--- config.mk ---
export PLATFORM = sky130hd
export DESIGN_NAME = param_updown_counter
export DESIGN_NICKNAME = d
export VERILOG_FILES = /design/src/rtl/param_counter_pkg.sv /design/src/rtl/param_updown_counter_prescaler.sv /design/src/rtl/param_updown_counter.sv
export SDC_FILE = /design/constraint.sdc
export NUM_CORES = 1
export LEC_CHECK = 0
export BUFFER_PORTS_ARGS = -buffer_cell sky130_fd_sc_hd__buf_4
export CAP_MARGIN = 40
export CORE_MARGIN = 5
export CORE_UTILIZATION = 43
export CTS_BUF_LIST = sky130_fd_sc_hd__clkbuf_4 sky130_fd_sc_hd__clkbuf_8
export DETAILED_ROUTE_END_ITERATION = 10
export GPL_ROUTABILITY_DRIVEN = 0
export PLACE_DENSITY = 0.66
export SYNTH_ARGS = -nofsm -noshare
export SYNTH_HDL_FRONTEND = slang
export SYNTH_HIERARCHICAL = 1
export SYNTH_SLANG_ARGS = --single-unit
export TNS_END_PERCENT = 100
--- constraint.sdc ---
create_clock -name clk -period 2.8 [get_ports clk]
set_clock_uncertainty 0.2 [all_clocks]
set_input_delay 0.56 -clock clk [delete_from_list [all_inputs] [get_ports clk]]
set_output_delay 0.56 -clock clk [all_outputs]
set_load 0.01 [all_outputs]
--- src/rtl/param_counter_pkg.sv ---
// Shared types and constants for the parametrised up/down counter.
// Optional capture feature: PARAM_COUNTER_CAPTURE_EN.
package param_counter_pkg;

  typedef enum logic [1:0] {
    IDLE = 2'd0,
    RUN  = 2'd1,
    DONE = 2'd2
  } state_t;

  localparam logic DIR_UP   = 1'b0;
  localparam logic DIR_DOWN = 1'b1;

endpackage

--- src/rtl/param_updown_counter_prescaler.sv ---
// Step-rate prescaler: one tick every div+1 enabled cycles.
// The compare is ">=" so a shrinking div takes effect on the very next compare
// instead of letting the counter run around its full range.
module counter_prescaler #(
  parameter int unsigned PRESCALE_W = 4
) (
  input  logic                  clk,
  input  logic                  rst,
  input  logic                  clear,
  input  logic                  enable,
  input  logic [PRESCALE_W-1:0] div,
  output logic                  tick_c
);

  logic [PRESCALE_W-1:0] cnt;

  assign tick_c = enable && (cnt >= div);

  // Divider count: cleared on request, restarts after each tick.
  always_ff @(posedge clk) begin
    if (rst || clear) begin
      cnt <= '0;
    end else if (enable) begin
      if (tick_c) begin
        cnt <= '0;
      end else begin
        cnt <= cnt + PRESCALE_W'(1);
      end
    end
  end

endmodule

--- src/rtl/param_updown_counter.sv ---
// Parametrised modulo-MODULUS up/down counter with prescaler, clear, load,
// one-shot mode and terminal-count pulse.
// Optional capture register enabled by macro PARAM_COUNTER_CAPTURE_EN.
module param_updown_counter #(
  parameter int unsigned WIDTH      = 8,
  parameter int unsigned MODULUS    = 256,
  parameter int unsigned PRESCALE_W = 4
) (
  input  logic                  clk,
  input  logic                  rst,
  input  logic                  run,
  input  logic                  dir,
  input  logic                  one_shot,
  input  logic                  clr,
  input  logic                  load,
  input  logic [WIDTH-1:0]      load_val,
  input  logic [PRESCALE_W-1:0] presc_div,
  output logic [WIDTH-1:0]      count,
  output logic                  tc,
  output logic                  done,
  output logic                  busy
`ifdef PARAM_COUNTER_CAPTURE_EN
  ,
  input  logic                  capture,
  output logic [WIDTH-1:0]      cap_val
`endif
);

  import param_counter_pkg::*;

  localparam int unsigned CW = WIDTH + 1;
  localparam logic [CW-1:0] MOD_LAST = CW'(MODULUS - 1);

  state_t           state;
  state_t           state_nx;
  logic             active;
  logic             tick_c;
  logic             at_wrap;
  logic [CW-1:0]    cnt_ext;
  logic [CW-1:0]    load_ext;
  logic [CW-1:0]    load_sat;
  logic [CW-1:0]    step_val;
  logic [WIDTH-1:0] count_nx;
  logic             tc_nx;
  logic             busy_nx;
  logic             done_nx;

  // Counting only happens while in RUN with run still requested.
  assign active = (state == RUN) && run;

  counter_prescaler #(
    .PRESCALE_W (PRESCALE_W)
  ) u_presc (
    .clk    (clk),
    .rst    (rst),
    .clear  (clr || load || !active),
    .enable (active),
    .div    (presc_div),
    .tick_c (tick_c)
  );

  // State register.
  always_ff @(posedge clk) begin
    if (rst) begin
      state <= IDLE;
    end else begin
      state <= state_nx;
    end
  end

  // Next-state logic; clr/load re-enter RUN or IDLE and drop DONE.
  always_comb begin
    state_nx = state;
    if (clr || load) begin
      state_nx = run ? RUN : IDLE;
    end else begin
      case (state)
        IDLE: if (run) state_nx = RUN;
        RUN: begin
          if (!run) begin
            state_nx = IDLE;
          end else if (tick_c && at_wrap && one_shot) begin
            state_nx = DONE;
          end
        end
        DONE: if (!run) state_nx = IDLE;
        default: state_nx = IDLE;
      endcase
    end
  end

  // Next count and flags, computed in WIDTH+1 bits so MODULUS=2**WIDTH fits.
  always_comb begin
    cnt_ext  = {1'b0, count};
    load_ext = {1'b0, load_val};
    load_sat = (load_ext > MOD_LAST) ? MOD_LAST : load_ext;
    if (dir == DIR_UP) begin
      at_wrap  = (cnt_ext == MOD_LAST);
      step_val = at_wrap ? '0 : cnt_ext + CW'(1);
    end else begin
      at_wrap  = (cnt_ext == '0);
      step_val = at_wrap ? MOD_LAST : cnt_ext - CW'(1);
    end
    count_nx = count;
    tc_nx    = 1'b0;
    if (clr) begin
      count_nx = '0;
    end else if (load) begin
      count_nx = WIDTH'(load_sat);
    end else if (tick_c) begin
      count_nx = WIDTH'(step_val);
      tc_nx    = at_wrap;
    end
    busy_nx = (state_nx == RUN);
    done_nx = (state_nx == DONE);
  end

  // Registered outputs.
  always_ff @(posedge clk) begin
    if (rst) begin
      count <= '0;
      tc    <= 1'b0;
      busy  <= 1'b0;
      done  <= 1'b0;
    end else begin
      count <= count_nx;
      tc    <= tc_nx;
      busy  <= busy_nx;
      done  <= done_nx;
    end
  end

`ifdef PARAM_COUNTER_CAPTURE_EN
  // Snapshot of the pre-update count; independent of clr/load.
  always_ff @(posedge clk) begin
    if (rst) begin
      cap_val <= '0;
    end else if (capture) begin
      cap_val <= count;
    end
  end
`endif

endmodule

Word-level counts from Yosys, hierarchy flattened
Cells that the tools add are included.
Operators by class
  add/subtract/negate cells: 3
  $lt $le $gt $ge: 1
  eq/ne operators: 5
  multiplexer cells: 14
  bitwise gates (word level): 1
  reductions and logical operators: 13
Operator list (number)
  8-bit two-way mux: 5
  2-bit two-way mux: 5
  8-bit by 1-bit adder with 8-bit output (second input constant): 1
  8-bit equality test (second input constant): 1
  8-bit zero test: 1
  8-bit by 1-bit subtractor with 8-bit output (second input constant): 1
  2-bit one-hot mux with 3 select lines: 1
  4-bit by 1-bit adder with 4-bit output (second input constant): 1
  2-bit by 1-bit equality test with 1-bit output (second input constant): 2
  2-bit equality test (second input constant): 2
  4-bit greater-or-equal comparator: 1
  1-bit logical AND: 4
  4-bit two-way mux: 1
  4-bit OR reduction: 1
  1-bit logical OR: 3
  2-bit zero test: 1
  1-bit two-way mux: 2
  2-bit nonzero test: 1
  2-bit OR reduction: 1
  1-bit zero test: 1
  1-bit NOT: 1
Storage, ports and cells
  bits in registers: 17
  bits of input ports: 19
  output and inout port bits: 11
  logic and storage cells: 43

Logic depth before layout (Yosys ltp)
  depth after elaboration: 10
  gate-level depth with buffers: 11

Hierarchy
The synthesis kept the hierarchy.
Modules (own cells, without submodules)
  param_updown_counter: instances 1, cells each 125, area an instance 996.0 um2, seq. area each 260.2 um2
  counter_prescaler: instances 1, cells each 35, area an instance 292.8 um2, seq. area each 80.1 um2

Least setup slack after synthesis
OpenSTA, ideal clock, no wires.
  path kind: input-to-reg
  start: input presc_div[0]
  end: register busy
  library setup time: 123 ps
  data arrival time: 2108 ps
  required time: 2477 ps
  path slack: 369 ps
  stages on the path: 8
  path buffers: 1
  path through: ha_1 -> nand2b_1 -> a211oi_2 -> o31ai_1 -> buf_4 -> or2b_2 -> nor4b_4 -> a21oi_1
Between the ends
  cells in the longest elaborated chain, start to end: 9
Ends and longest elaborated chain
  start: declaration: line param_updown_counter.sv:17  | input logic [PRESCALE_W-1:0] presc_div,
  4-bit greater-or-equal comparator: line param_updown_counter_prescaler.sv:17  | assign tick_c = enable && (cnt >= div);
  1-bit logical AND: line param_updown_counter_prescaler.sv:17
  via tick_c: line param_updown_counter.sv:37  | logic tick_c;
  1-bit logical AND (2 in series): line param_updown_counter.sv:82  | end else if (tick_c && at_wrap && one_shot) begin
  2-bit two-way mux: line param_updown_counter.sv:82
  2-bit two-way mux: line param_updown_counter.sv:80  | if (!run) begin
  2-bit one-hot mux with 3 select lines: line param_updown_counter.sv:77  | case (state)
  2-bit two-way mux: line param_updown_counter.sv:74  | if (clr || load) begin
  2-bit by 1-bit equality test with 1-bit output: line param_updown_counter.sv:114  | busy_nx = (state_nx == RUN);
  end signal: assignment: line param_updown_counter.sv:128  | busy <= busy_nx;
  end: declaration: line param_updown_counter.sv:21  | output logic busy
The timed path passes the listed nets, and every way through them passes these cells.
A chain may end at the register's enable or synchronous reset.

Final worst setup path
  start: register state[0]
  end: register count[6]
Between the ends
  cells in the longest elaborated chain, start to end: 4
Ends and longest elaborated chain
  start: declaration: line param_updown_counter.sv:34  | state_t state;
  start signal: assignment: line param_updown_counter.sv:67  | state <= state_nx;
  2-bit by 1-bit equality test with 1-bit output: line param_updown_counter.sv:49  | assign active = (state == RUN) && run;
  1-bit logical AND: line param_updown_counter.sv:49
  via active: line param_updown_counter.sv:36  | logic active;
  1-bit logical AND: line param_updown_counter_prescaler.sv:17
  via tick_c: line param_updown_counter.sv:37
  2-bit nonzero test (no line)
  end signal: assignment: line param_updown_counter.sv:126  | count <= count_nx;
  end: declaration: line param_updown_counter.sv:18  | output logic [WIDTH-1:0] count,
The timed path passes the listed nets, and every way through them passes these cells.

==> results.sh <==
export IMPL_postCtsSetupRepairBufs=0
export IMPL_dieArea_um2=4190
export IMPL_drt_iter0_markers=66
export IMPL_ys_warn_count=6
export IMPL_syn_inst=160
export IMPL_leakage_nw=0.637
export IMPL_cp_arrival_ns=2.45
export IMPL_fin_crit_sh_pct=87.5
export IMPL_final_common_cell="buf_4"
export IMPL_slew_limit_headroom_pct=71.3
export IMPL_cts_tree="yes"
export IMPL_wl_um=3140
export IMPL_worstMarginPinSlew_ns=0.430
export IMPL_cpPeakStageDelay_ns=0.41
export IMPL_synth_edf_count=0
export IMPL_setup_tns_ns=0
export IMPL_post_cts_resized=0
export IMPL_fin_util_pct=55.2
export IMPL_hpwl_um=2430
export IMPL_diodes=0
export IMPL_fp_dieH_um=64.7
export IMPL_avgSynthCellArea_um2=8.05
export IMPL_vdd_drop_max_mv=0.148
export IMPL_synth_seq_cells=17
export IMPL_clock_fmax_ghz=0.408
export IMPL_async_flop_share_pct=0
export IMPL_cap_violations=0
export IMPL_crit_required_ns=2.80
export IMPL_setup_violations=0
export IMPL_clockBufferDepth=2
export IMPL_hold_buffers=0
export IMPL_vias_per_cell=5.66
export IMPL_layout_drive_gt1_share_pct=26.1
export IMPL_ys_seq_area_share_pct=26.4
export IMPL_placed_area_um2=1520
export IMPL_htreeDepth=1
export IMPL_avgRoutedWirePerCell_um=14.4
export IMPL_layout_common_cells="33 x buf_4, 17 x dfxtp_1, 16 x a21oi_1, 14 x nand2_1, 10 x nor2_1"
export IMPL_critPathKind="reg2reg"
export IMPL_hold_violations=0
export IMPL_die_x_um=64.7
export IMPL_rsz0062_at_grt="false"
export IMPL_grt_pass1_vias=1231
export IMPL_hold_class="in2reg"
export IMPL_synthesis_nets=187
export IMPL_critPathCaptureType="flop"
export IMPL_area_growth_pct=20.1
export IMPL_synth_cell_types=51
export IMPL_num_rows=19
export IMPL_cp_max_fo=7
export IMPL_antenna_found_initial=0
export IMPL_crit_family="simple AND/OR/NAND/NOR gates"
export IMPL_final_min_clock_period_ns=2.45
export IMPL_synthesis_area_um2=1290
export IMPL_num_vias=1239
export IMPL_final_antenna_net_count=0
export IMPL_slew_viol_final=0
export IMPL_cts_sinks=17
export IMPL_grt_max_degree=21
export IMPL_crit_chain="nor2b_1, and2_1, inv_2, o31ai_1, inv_1, nor2_1, nand2_1, o311ai_0"
export IMPL_post_route_drc_count=0
export IMPL_first_pass_iters=4
export IMPL_clk_pin_slew_ns=0.11
export IMPL_clock_root_buffer="clkbuf_4"
export IMPL_startpoint_type="flop"
export IMPL_port_buffers=29
export IMPL_core_area_um2=2810
export IMPL_finalNonFillerCells=219
export IMPL_critPathSlowestCell="o31ai_1"
export IMPL_grt_pass1_wl_um=5330
export IMPL_status="completed"
export IMPL_timing_critical_path_buf_inv=2
export IMPL_overflow=0
export IMPL_worstSkewPairLatency_ns=0.31
export IMPL_initial_core_util_pct=45.9
export IMPL_dp_cells=215
export IMPL_final_area_um2=1550
export IMPL_synthFlopType="dfxtp_1"
export IMPL_power_density_nw_per_um2=335
export IMPL_grt_usage_pct=15.9
export IMPL_whs_ns=0.276
export IMPL_io_pins=30
export IMPL_layout_nets=216
export IMPL_cts_buffers_inserted=3
stage by stage:
step	total power (W)	worst slack, ns
2_1_floorplan	0.000328	0.369
3_3_place_gp	0.000368	0.227
3_5_place_dp	0.000370	0.167
4_1_cts	0.000523	0.315
5_1_grt	0.000542	0.0742
6_report	0.000519	0.349
synth_stat cells, types with 3 or more instances:
library cell | instances | area share, %
a211oi_1 | 3 | 1.7
a21oi_1 | 16 | 6.2
clkbuf_1 | 4 | 1.2
dfxtp_1 | 17 | 26
ha_1 | 8 | 7.8
inv_1 | 9 | 2.6
nand2_1 | 14 | 4.1
nand3_1 | 6 | 2.3
nand4_1 | 3 | 1.5
nor2_1 | 10 | 2.9
nor3_1 | 4 | 1.6
nor3b_1 | 6 | 3.5
o21ai_0 | 5 | 1.9
xnor2_1 | 4 | 2.7
xor2_1 | 3 | 2.0
layout make-up:
| cell class | count | area [um^2] |
|---|---|---|
| fill | 280 | 1260 |
| multi-input combinational | 124 | 853 |
| sequential | 17 | 340 |
| timing repair buffer | 33 | 248 |
| tap | 31 | 38.8 |
| inverter | 10 | 37.5 |
| clock buffer | 4 | 30.0 |
flip-flops by register name, summed over array words and instances, names as in the netlist:
name / cells
u_presc/cnt: 4
busy: 1
tc: 1
count: 8
done: 1
state: 2
power by group:
group / switching (W) / internal, W
clock: 0.0000890 / 0.0000655
combinational: 0.0000535 / 0.0000535
sequential: 0.0000104 / 0.000247
worst paths after layout:
check	from	end	slack, ns	depth (start not counted)
max	state[0]	count[6]	0.35	8
min	rst	u_presc/cnt[3]	0.28	2
max reg2reg	state[0]	count[6]	0.35	8
min reg2reg	state[0]	state[0]	0.29	1
routing by layer:
layer	track usage, %	part of all wire, %	vias to the layer above
met2	27.2	47	29
met4	7.39	1.4	0
met5	0	0	-
li1	-	-	640
met1	19.2	47	567
met3	3.11	4.9	3
worst reg2reg max path: stages (launching register included):
cell and delay (ns):
dfxtp_1 0.38, nor2b_1 0.19, and2_1 0.28, inv_2 0.08, o31ai_1 0.41, inv_1 0.10
nor2_1 0.21, nand2_1 0.16, o311ai_0 0.32
cells by family after synthesis:
| logic type | Yosys count | share of synthesized area (%) |
|---|---|---|
| AO/OA/AOI/OAI | 44 | 22.1 |
| AND/OR/NAND/NOR | 64 | 30.4 |
| flip-flops | 17 | 26.4 |
| multiplexers | 1 | 1.16 |
| XOR/XNOR | 7 | 4.76 |
| adder cells (fa/ha/maj) | 8 | 7.77 |
| buffers and inverters | 19 | 7.38 |
(Power assumes the default switching activity.)
